File: src/rtl/keypad_scanner_pkg.sv
// Shared types and helpers for the 4x4 keypad scanner.
package keypad_pkg;

  typedef enum logic [1:0] {SCAN, DEBOUNCE, HELD, RELEASE} kp_state_t;

  localparam logic [3:0] ROW1 = 4'b1000;
  localparam logic [3:0] ROW2 = 4'b0100;
  localparam logic [3:0] ROW3 = 4'b0010;
  localparam logic [3:0] ROW4 = 4'b0001;

  function automatic logic onehot4(logic [3:0] v);
    return (v != 4'b0000) && ((v & (v - 4'd1)) == 4'b0000);
  endfunction

  // Row sequence 1000 -> 0100 -> 0010 -> 0001 -> 1000.
  function automatic logic [3:0] next_row(logic [3:0] r);
    return {r[0], r[3:1]};
  endfunction

endpackage

File: src/rtl/keypad_scanner_if.sv
// Pin-side and decoded-key signals of the keypad scanner.
// slave: the scanner itself; master: whatever drives the column pins and consumes keys.
interface keypad_scanner_if;
  logic [3:0] col_in;
  logic [3:0] row_drive;
  logic [3:0] key_row;
  logic [3:0] key_col;
  logic       key_valid;
  logic       key_held;

  modport master (output col_in,
                  input  row_drive, key_row, key_col, key_valid, key_held);
  modport slave  (input  col_in,
                  output row_drive, key_row, key_col, key_valid, key_held);
endinterface

File: src/rtl/keypad_scanner_col_sync.sv
// Two-flop synchronizer for the asynchronous column pins.
module col_sync (
  input  logic       clk,
  input  logic       reset,
  input  logic [3:0] d,
  output logic [3:0] q
);
  logic [3:0] meta_q, meta_d;
  logic [3:0] sync_q, sync_d;

  always_comb begin
    meta_d = d;
    sync_d = meta_q;
  end

  always_ff @(posedge clk) begin
    if (!reset) begin
      meta_q <= 4'b0000;
      sync_q <= 4'b0000;
    end else begin
      meta_q <= meta_d;
      sync_q <= sync_d;
    end
  end

  assign q = sync_q;
endmodule

File: src/rtl/keypad_scanner.sv
// 4x4 keypad row scanner with single-key ownership, press/release debounce.
// Define KEYPAD_REPEAT_EN to get auto-repeat strobes while a key stays held.
module keypad_scanner
  import keypad_pkg::*;
#(
  parameter int SCAN_DIV        = 4800,
  parameter int DEBOUNCE_CYCLES = 240000,
  parameter int REPEAT_CYCLES   = 24000000
) (
  input  logic            clk,
  input  logic            reset,
  keypad_scanner_if.slave kp
);

  localparam int DIV_W = $clog2(SCAN_DIV);
  localparam int DEB_W = (DEBOUNCE_CYCLES > 1) ? $clog2(DEBOUNCE_CYCLES) : 1;
  localparam logic [DIV_W-1:0] DIV_LAST = DIV_W'(SCAN_DIV - 1);
  localparam logic [DEB_W-1:0] DEB_LAST = DEB_W'(DEBOUNCE_CYCLES - 1);

  if (SCAN_DIV < 2 || DEBOUNCE_CYCLES < 1 || REPEAT_CYCLES < 1) begin : g_bad_param
    $error("keypad_scanner: parameter out of range");
  end

  kp_state_t        state_q, state_d;
  logic [DIV_W-1:0] div_cnt_q, div_cnt_d;
  logic [DEB_W-1:0] deb_cnt_q, deb_cnt_d;
  logic [3:0]       row_q, row_d;
  logic [3:0]       lat_row_q, lat_row_d;
  logic [3:0]       lat_col_q, lat_col_d;
  logic [3:0]       key_row_q, key_row_d;
  logic [3:0]       key_col_q, key_col_d;
  logic             key_valid_q, key_valid_d;
  logic             key_held_q, key_held_d;
  logic [3:0]       col_s;

`ifdef KEYPAD_REPEAT_EN
  localparam int REP_W = (REPEAT_CYCLES > 1) ? $clog2(REPEAT_CYCLES) : 1;
  localparam logic [REP_W-1:0] REP_LAST = REP_W'(REPEAT_CYCLES - 1);
  logic [REP_W-1:0] rep_cnt_q, rep_cnt_d;
  logic             rep_end;
  assign rep_end = (rep_cnt_q == REP_LAST);
`endif

  col_sync u_col_sync (.clk(clk), .reset(reset), .d(kp.col_in), .q(col_s));

  logic dwell_end, deb_end, lone_col, col_match, owned;
  assign dwell_end = (div_cnt_q == DIV_LAST);
  assign deb_end   = (deb_cnt_q == DEB_LAST);
  assign lone_col  = onehot4(col_s);
  assign col_match = (col_s == lat_col_q);
  assign owned     = |(col_s & lat_col_q);

  always_ff @(posedge clk) begin
    if (!reset) state_q <= SCAN;
    else        state_q <= state_d;
  end

  always_comb begin
    state_d = state_q;
    case (state_q)
      SCAN:     if (dwell_end && lone_col) state_d = DEBOUNCE;
      DEBOUNCE: if (!col_match)            state_d = SCAN;
                else if (deb_end)          state_d = HELD;
      HELD:     if (!owned)                state_d = RELEASE;
      RELEASE:  if (owned)                 state_d = HELD;
                else if (deb_end)          state_d = SCAN;
      default:                             state_d = SCAN;
    endcase
  end

  // Row drive stays frozen outside SCAN so col_s keeps reading the owned row;
  // that freeze is what locks out every other key until release completes.
  always_comb begin
    div_cnt_d   = '0;
    deb_cnt_d   = deb_cnt_q;
    row_d       = row_q;
    lat_row_d   = lat_row_q;
    lat_col_d   = lat_col_q;
    key_row_d   = key_row_q;
    key_col_d   = key_col_q;
    key_held_d  = key_held_q;
    key_valid_d = 1'b0;
`ifdef KEYPAD_REPEAT_EN
    rep_cnt_d   = '0;
`endif
    case (state_q)
      SCAN: begin
        if (!dwell_end) div_cnt_d = div_cnt_q + 1'b1;
        else if (lone_col) begin
          lat_row_d = row_q;
          lat_col_d = col_s;
          deb_cnt_d = '0;
        end else row_d = next_row(row_q);
      end
      DEBOUNCE: begin
        if (!col_match) row_d = next_row(row_q);
        else if (deb_end) begin
          key_valid_d = 1'b1;
          key_row_d   = lat_row_q;
          key_col_d   = lat_col_q;
          key_held_d  = 1'b1;
        end else deb_cnt_d = deb_cnt_q + 1'b1;
      end
      HELD: begin
        if (!owned) deb_cnt_d = '0;
`ifdef KEYPAD_REPEAT_EN
        // Gate on key_valid_q so a 1-cycle repeat interval cannot strobe back to back.
        else if (rep_end) key_valid_d = !key_valid_q;
        else rep_cnt_d = rep_cnt_q + 1'b1;
`endif
      end
      RELEASE: begin
        if (!owned) begin
          if (deb_end) begin
            row_d      = next_row(row_q);
            key_row_d  = '0;
            key_col_d  = '0;
            key_held_d = 1'b0;
          end else deb_cnt_d = deb_cnt_q + 1'b1;
        end
      end
      default: ;
    endcase
  end

  always_ff @(posedge clk) begin
    if (!reset) begin
      div_cnt_q   <= '0;
      deb_cnt_q   <= '0;
      row_q       <= ROW1;
      lat_row_q   <= '0;
      lat_col_q   <= '0;
      key_row_q   <= '0;
      key_col_q   <= '0;
      key_valid_q <= 1'b0;
      key_held_q  <= 1'b0;
`ifdef KEYPAD_REPEAT_EN
      rep_cnt_q   <= '0;
`endif
    end else begin
      div_cnt_q   <= div_cnt_d;
      deb_cnt_q   <= deb_cnt_d;
      row_q       <= row_d;
      lat_row_q   <= lat_row_d;
      lat_col_q   <= lat_col_d;
      key_row_q   <= key_row_d;
      key_col_q   <= key_col_d;
      key_valid_q <= key_valid_d;
      key_held_q  <= key_held_d;
`ifdef KEYPAD_REPEAT_EN
      rep_cnt_q   <= rep_cnt_d;
`endif
    end
  end

  assign kp.row_drive = row_q;
  assign kp.key_row   = key_row_q;
  assign kp.key_col   = key_col_q;
  assign kp.key_valid = key_valid_q;
  assign kp.key_held  = key_held_q;

endmodule

File: src/flat_wrapper.sv
// flat-port wrapper written by rule: the top's interface ports become plain ports
module keypad_scanner_flat import keypad_pkg::*;
#(
  parameter int SCAN_DIV        = 4800,
  parameter int DEBOUNCE_CYCLES = 240000,
  parameter int REPEAT_CYCLES   = 24000000
)
  (clk, reset, kp_col_in, kp_row_drive, kp_key_row, kp_key_col, kp_key_valid, kp_key_held);
  keypad_scanner_if kp_i ();
  input  logic clk;
  input  logic reset;
  input wire logic [$bits(kp_i.col_in)-1:0] kp_col_in;
  output wire logic [$bits(kp_i.row_drive)-1:0] kp_row_drive;
  output wire logic [$bits(kp_i.key_row)-1:0] kp_key_row;
  output wire logic [$bits(kp_i.key_col)-1:0] kp_key_col;
  output wire logic [$bits(kp_i.key_valid)-1:0] kp_key_valid;
  output wire logic [$bits(kp_i.key_held)-1:0] kp_key_held;
  assign kp_i.col_in = kp_col_in;
  assign kp_row_drive = kp_i.row_drive;
  assign kp_key_row = kp_i.key_row;
  assign kp_key_col = kp_i.key_col;
  assign kp_key_valid = kp_i.key_valid;
  assign kp_key_held = kp_i.key_held;
  keypad_scanner #(.SCAN_DIV(SCAN_DIV), .DEBOUNCE_CYCLES(DEBOUNCE_CYCLES), .REPEAT_CYCLES(REPEAT_CYCLES)) u_core (.clk(clk), .reset(reset), .kp(kp_i));
endmodule
File: config.mk
export PLATFORM = sky130hd
export DESIGN_NAME = keypad_scanner_flat
export DESIGN_NICKNAME = d
export VERILOG_FILES = /design/src/rtl/keypad_scanner_pkg.sv /design/src/rtl/keypad_scanner_if.sv /design/src/rtl/keypad_scanner_col_sync.sv /design/src/rtl/keypad_scanner.sv /design/src/flat_wrapper.sv
export SDC_FILE = /design/constraint.sdc
export NUM_CORES = 1
export LEC_CHECK = 0
export ABC_AREA = 1
export CAP_MARGIN = 20
export CORE_MARGIN = 2
export CORE_UTILIZATION = 54
export DETAILED_ROUTE_END_ITERATION = 8
export PLACE_DENSITY_LB_ADDON = 0.05
export SYNTH_ARGS = -nofsm -noshare
export SYNTH_HDL_FRONTEND = slang
export SYNTH_HIERARCHICAL = 1
export SYNTH_SLANG_ARGS = --single-unit
File: constraint.sdc
create_clock -name clk -period 1.56 [get_ports clk]
set_input_delay 0.468 -clock clk [delete_from_list [all_inputs] [get_ports clk]]
set_output_delay 0.468 -clock clk [all_outputs]
set_load 0.01 [all_outputs]
==> results.py <==
metrics = {
    "sta": {
        "final_hold_viol_count": 0,
        "clock.fmax_ghz": 0.547,
        "worstMarginPinSlew_ns": 0.303,
        "final.period_utilization": 1.17,
        "drv_slew": 0,
        "worst_hold_slack_ns": 0.417,
        "fin_worst_skew_ns": 0.00796,
        "tns_ns": -6.15,
        "setup_viol": 45,
        "period_minus_slack_ns": 1.83,
        "rsz0062_at_grt": "yes",
        "finalWorstSetupSlack_ns": -0.268,
        "maxSlewHeadroom": 0.797,
    },
    "place": {
        "dp_slack_ns": -0.204,
        "place_hpwl_mm": 5.70,
        "io_buffers": 19,
        "gp_congestion": 0.929,
    },
    "routing": {
        "ant_nets": 0,
        "drt-pass1-iter-count": 5,
        "drt_wl_total_mm": 10.3,
        "viasPerCell": 5.44,
        "drc": 0,
        "via_count": 3591,
        "first_iter_violations": 295,
        "wl_per_cell_um": 15.6,
    },
    "clock_network": {
        "root_buffer": "clkbuf_8",
        "h-tree-depth": 3,
        "clockBufferDepth": 2,
        "worstSkewPairLatency_ns": 0.34,
        "cts_made_buffers": 9,
        "tritoncts": "done",
        "cts.sinks": 63,
        "clkTransAtPathRegs_ns": 0.07,
        "cts_hold_buf": 0,
    },
    "cells_and_area": {
        "area_growth_syn_to_layout_pct": 46.9,
        "fillers": 367,
        "drive_gt1_frac": 0.424,
        "final_util": 0.832,
        "n_antenna_cell": 0,
        "nets": 597,
    },
    "critical_path": {
        "critPathLaunchType": "flip-flop",
        "critPathMaxFanout": 3,
        "critPathArrivalTime_ns": 2.10,
        "cp-end-kind": "flip-flop",
        "required_ns": 1.83,
        "critPathKind": "reg -> reg",
    },
    "logic_synthesis": {
        "synthDistinctLibCells": 32,
        "yosys.area_share.adder": 0.0403,
        "synthMuxAreaShare": 0,
        "synthSimpleGateAreaFrac": 0.390,
        "synth_top_family_by_area": "simple AND/OR/NAND/NOR gates",
        "synthXorXnorAreaFrac": 0.0334,
        "yosysTopAreaCellShare": 0.370,
        "netlist_instances": 484,
        "yosysWarnings": 6,
        "synth_top_area_cell": "dfxtp_1",
        "avgSynthCellArea_um2": 7.05,
        "synth_compound_area_frac": 0.0869,
        "synth.area.top_cells": "dfxtp_1 (37%), nand2_1 (12%), nor2_1 (7.7%)",
        "syn-cell-area_um2": 3410,
        "synth_fp_nets": 501,
        "seq_area_frac_synth": 0.370,
        "synth_seq_cells": 63,
    },
    "global_routing": {
        "grt_pass1_vias": 3303,
        "grt_pass1_wl_mm": 14.8,
        "track_usage": 0.256,
        "grt-ovfl-total": 0,
        "antenna_found_initial": 0,
        "grt_max_degree": 25,
    },
    "status": {
        "failed_checks": "negative setup slack",
        "status": "finished, violations left",
    },
    "floorplanning": {
        "placementRows": 28,
        "die_h_um": 83.5,
        "die_w_um": 83.5,
        "num_io_pins": 20,
        "initial_core_util": 0.566,
        "core_um2": 6030,
        "die-area_um2": 6970,
    },
    "pwr": {
        "total_power_uw": 3490,
        "vdd_drop_max_mv": 0.668,
        "total_leakage_power_uw": 0.00210,
        "p_per_area_nw_per_um2": 696,
    },
    "worst_hold_path": {
        "hold_path_class": "reg -> reg",
    },
    "run": {
        "max_cap_viol_count": 0,
    },
}
-- cells in the final DEF (no fill, tap or decap), types with 2 or more instances in the layout --
cell,instances
a21oi_1,17
a21oi_2,18
and2_4,2
buf_12,2
buf_4,61
buf_6,11
bufinv_16,2
clkbuf_16,2
clkbuf_8,11
clkdlybuf4s50_1,5
clkinv_1,3
clkinv_4,2
clkinvlp_4,2
dfxtp_1,51
dfxtp_2,9
dfxtp_4,3
dlygate4sd2_1,14
ha_1,4
ha_4,6
inv_1,42
inv_2,6
nand2_1,83
nand2_2,33
nand2_4,8
nand3_1,24
nand3_2,14
nand3_4,4
nand4_1,17
nor2_1,53
nor2_2,27
nor2_4,10
nor3_1,2
o21ai_0,3
o21ai_2,4
o21bai_1,3
xor2_1,12
-- path summary, 6_finish.rpt --
kind / slack [ns] / startpoint / depth (start not counted) / endpoint
setup / recovery: -0.27 / u_core/div_cnt_q[7] / 11 / u_core/state_q[1]
hold / removal: 0.42 / u_core/u_col_sync/meta_q[0] / 2 / u_core/u_col_sync/q[0]
setup reg to reg: -0.27 / u_core/div_cnt_q[7] / 11 / u_core/state_q[1]
hold reg to reg: 0.42 / u_core/u_col_sync/meta_q[0] / 2 / u_core/u_col_sync/q[0]
-- registers in the layout, indices dropped and copies added, names as in the netlist, 4 cells and up --
name and flops:
u_core/kp.key_col 4, u_core/kp.key_row 4, u_core/u_col_sync/meta_q 4, u_core/u_col_sync/q 4, u_core/lat_row_q 4, u_core/kp.row_drive 4
u_core/deb_cnt_q 18, u_core/div_cnt_q 13, u_core/lat_col_q 4
-- critical path: stages, from the launching register on --
cell and delay, ns:
dfxtp_1 0.37, inv_1 0.08, nor2_1 0.22, nand3_2 0.17
buf_4 0.18, nor2_4 0.14, nor2_4 0.06, nor2_2 0.15
nand3_2 0.13, nand2_1 0.09, nand2_1 0.07, nor2_1 0.10
-- stage by stage --
step	area, µm²	std cells
6_report	5010	660
5_1_grt	5010	660
2_1_floorplan	3470	484
4_1_cts	4620	650
3_5_place_dp	4170	627
3_3_place_gp	4170	627
-- kinds of logic after synthesis --
logic type      Yosys count
simple gates            283
buf+inv                  66
flops                    63
compound gates           48
xor+xnor                 13
fa+ha+maj                11
-- power breakdown --
part / switching [µW] / internal, µW / total [µW]
Clock: 657 / 984 / 1640
Sequential: 12.2 / 1620 / 1630
Combinational: 125 / 88.4 / 214
Total: 795 / 2690 / 3490
-- layer usage --
layer / up-vias / track usage / share of wire
li1: 1741 / - / -
met1: 1676 / 0.331 / 0.42
met2: 135 / 0.427 / 0.50
met3: 39 / 0.0386 / 0.047
met4: 0 / 0.110 / 0.036
met5: - / 0 / 0
-- timing repair --
item                                   CTS  global route
cloned                                   2             2
pin swaps                                8            34
setup endpoints to repair               61            54
endpoints found under the hold margin    0             0
buffers inserted                         5            12
gates resized for setup                 61            92
-- layout make-up --
| cell class | count | area (µm²) | area share |
|---|---|---|---|
| multi-input combinational | 356 | 2330 | 0.464 |
| sequential | 63 | 1280 | 0.256 |
| timing repair buffer | 96 | 860 | 0.171 |
| inverter | 54 | 218 | 0.0434 |
| clock buffer | 11 | 151 | 0.0302 |
| tap | 75 | 93.8 | 0.0187 |
| clock inverter | 5 | 80.1 | 0.0160 |
-- synth_stat cells --
library cell	n
o21ai_1	4
nand2_2	11
or2_2	1
nor3_1	3
inv_2	3
ha_1	11
inv_1	48
dfxtp_1	63
nor2_1	70
and2_1	2
buf_6	2
nand3_2	5
a21oi_2	10
nor2_2	17
nand4_1	17
xnor2_1	1
buf_4	2
clkinv_1	3
nor2_4	3
xor2_1	12
nand2_1	113
nand4_4	1
o21bai_1	3
nand3_1	36
nor3b_1	2
clkbuf_1	6
o21ai_0	4
a21oi_1	26
o21ai_4	1
nor4_4	1
buf_2	2
nand3b_1	1
Power figures use the tool's default switching activity.
==> RTL edit (same settings) <==
`DEBOUNCE_CYCLES` is set to 240000 in 2 places; all go to 480000.
--- a/src/rtl/keypad_scanner.sv
+++ b/src/rtl/keypad_scanner.sv
@@ -4,7 +4,7 @@
   import keypad_pkg::*;
 #(
   parameter int SCAN_DIV        = 4800,
-  parameter int DEBOUNCE_CYCLES = 240000,
+  parameter int DEBOUNCE_CYCLES = 480000,
   parameter int REPEAT_CYCLES   = 24000000
 ) (
   input  logic            clk,
--- a/src/flat_wrapper.sv
+++ b/src/flat_wrapper.sv
@@ -2,7 +2,7 @@
 module keypad_scanner_flat import keypad_pkg::*;
 #(
   parameter int SCAN_DIV        = 4800,
-  parameter int DEBOUNCE_CYCLES = 240000,
+  parameter int DEBOUNCE_CYCLES = 480000,
   parameter int REPEAT_CYCLES   = 24000000
 )
   (clk, reset, kp_col_in, kp_row_drive, kp_key_row, kp_key_col, kp_key_valid, kp_key_held);
Check against the original RTL: same outputs for any inputs over 10 cycles, from zero or initial values and one cycle with reset low; that may be too few to reach the edited logic, so the function may still have changed.
==> RTL edit against the unedited design <==
Utilization fell by 0.062 points. Final cell count rose by 4.4%. Sequential share of layout area fell by 0.45 points. Design area rose by 3.5%. Power rose by 3.1%. The run still ends with negative setup slack left. Area after synthesis rose by 0.84%. Clock power rose by 6%. Worst setup slack improved by 0.079 ns. Wire length fell by 3.1%. Sequential cell count rose by 1.
==> RTL edit: results (changes against the unedited design) <==
| Metric | Value |
|---|---|
| Final Net Count | 624 (was 597) |
| Worst-Margin Slew | 0.343 ns (was 0.303 ns) |
| Pre-CTS setup slack | -0.223 ns (was -0.204 ns) |
| DRT iter0 DRCs | 237 (was 295) |
| Avg WL per Cell | 14.5 µm (was 15.6 µm) |
| Number of global-route vias before repair | 3523 (was 3303) |
| Placed cell areas | 4240 µm² (was 4170 µm²) |
| Biggest regs | u_core/deb_cnt_q: 19 flops, u_core/div_cnt_q: 13 flops (was u_core/deb_cnt_q: 18 flops, u_core/div_cnt_q: 13 flops) |
| Clock skew | 0.0116 ns (was 0.00796 ns) |
| Met2 WL | 5.09 mm (was 5.15 mm) |
| Setup Viol. Count Final | 32 (was 45) |
| Peak supply drop | 0.788 mV (was 0.668 mV) |
| Global-route wire length before repair | 15.6 mm (was 14.8 mm) |
| Reg2reg path depth | 12 (was 11) |
| DR WL met3 | 387 µm (was 489 µm) |
| Outcome | finished with violations (unchanged) |
| Final WS setup | -0.189 ns (was -0.268 ns) |
| Synth top area cells | dfxtp_1 (37%), nand2_1 (15%), nor2_1 (10%) (was dfxtp_1 (37%), nand2_1 (12%), nor2_1 (7.7%)) |
| Yosys cell types | 35 (was 32) |
| Vias | 3662 (was 3591) |
| Crit path to | u_core/lat_col_q[1]$_SDFFE_PN0P_ (was u_core/state_q[1]$_SDFFE_PN0P_) |
| Global Route Usage Sum | 27.7% (was 25.6%) |
| CP max stage cell | dfxtp_2 (was dfxtp_1) |
| Largest net degree at the start of global routing | 22 (was 25) |
| Failing checks | negative setup slack (unchanged) |
| Leak | 2.24 nW (was 2.10 nW) |
| Seq/Total Area, Yosys | 37.2% (was 37.0%) |
-- RTL edit: changes by cell type after synthesis, sizes merged, moves of 4 or more --
cell	change
nor2	+13
xnor2	+4
o21ai	-5
nand3	-10
a21oi	-6
nand2	+22
-- RTL edit: routing by layer --
metal	vias to the layer above	track usage, %
met5	-	0
met4	0	12.2
met3	24	5.74
met2	95	48.2
met1	1750	32.9
li1	1793	-
-- RTL edit: area by class of cell --
class                           instances  area [µm²]
Inverter                               52         210
Fill cell                             370        1050
Clock buffer                           10         128
Clock inverter                          6         108
Timing Repair Buffer                  107         958
Tap cell                               77        96.3
Sequential cell                        64        1310
Multi-Input combinational cell        373        2380
-- RTL edit: how the worst min path moves through the flow --
stage	from	endpoint	slack, ns	cells after the start
final	u_core/u_col_sync/meta_q[1]$_SDFF_PN0_	u_core/u_col_sync/q[1]$_SDFF_PN0_	0.41	2
after global routing	u_core/u_col_sync/meta_q[1]$_SDFF_PN0_	u_core/u_col_sync/q[1]$_SDFF_PN0_	0.44	2
after CTS	u_core/u_col_sync/meta_q[1]$_SDFF_PN0_	u_core/u_col_sync/q[1]$_SDFF_PN0_	0.42	2
after detailed placement	u_core/u_col_sync/meta_q[1]$_SDFF_PN0_	u_core/u_col_sync/q[1]$_SDFF_PN0_	0.40	2
after global placement	u_core/u_col_sync/meta_q[1]$_SDFF_PN0_	u_core/u_col_sync/q[1]$_SDFF_PN0_	0.40	2
after floorplan	u_core/u_col_sync/meta_q[0]$_SDFF_PN0_	u_core/u_col_sync/q[0]$_SDFF_PN0_	0.39	2
-- RTL edit: cells by family after synthesis --
logic type | count (synthesis) | share of synthesized area, %
simple gates | 308 | 40.8
flops | 64 | 37.2
buf+inv | 63 | 7.67
compound gates | 36 | 6.00
xor+xnor | 17 | 4.33
fa+ha+maj | 11 | 4.00
-- RTL edit: power by group --
part | internal (W) | total, W | leakage, nW | switching [W]
clock | 0.00106 | 0.00174 | 0.116 | 0.000686
sequential | 0.00165 | 0.00166 | 0.525 | 0.0000125
combinational | 0.0000904 | 0.000194 | 1.60 | 0.000104
total | 0.00279 | 0.00360 | 2.24 | 0.000802
-- RTL edit: repair_timing --
action                                  CTS  global route
buffers inserted                         13             3
pin swaps                                44            25
endpoints found under the setup margin   67            54
resized for setup                       103            51
cloned                                    2             1
-- RTL edit: through the flow --
stage / setup TNS [ns] / std cells / hold slack (ns) / total power [W]
after floorplan: -1.09 / 499 / 0.390 / 0.00177
after global placement: -4.54 / 655 / 0.399 / 0.00183
after detailed placement: -7.06 / 655 / 0.404 / 0.00184
after CTS: -1.90 / 685 / 0.417 / 0.00357
after global routing: -7.05 / 689 / 0.443 / 0.00368
final: -3.29 / 689 / 0.412 / 0.00360
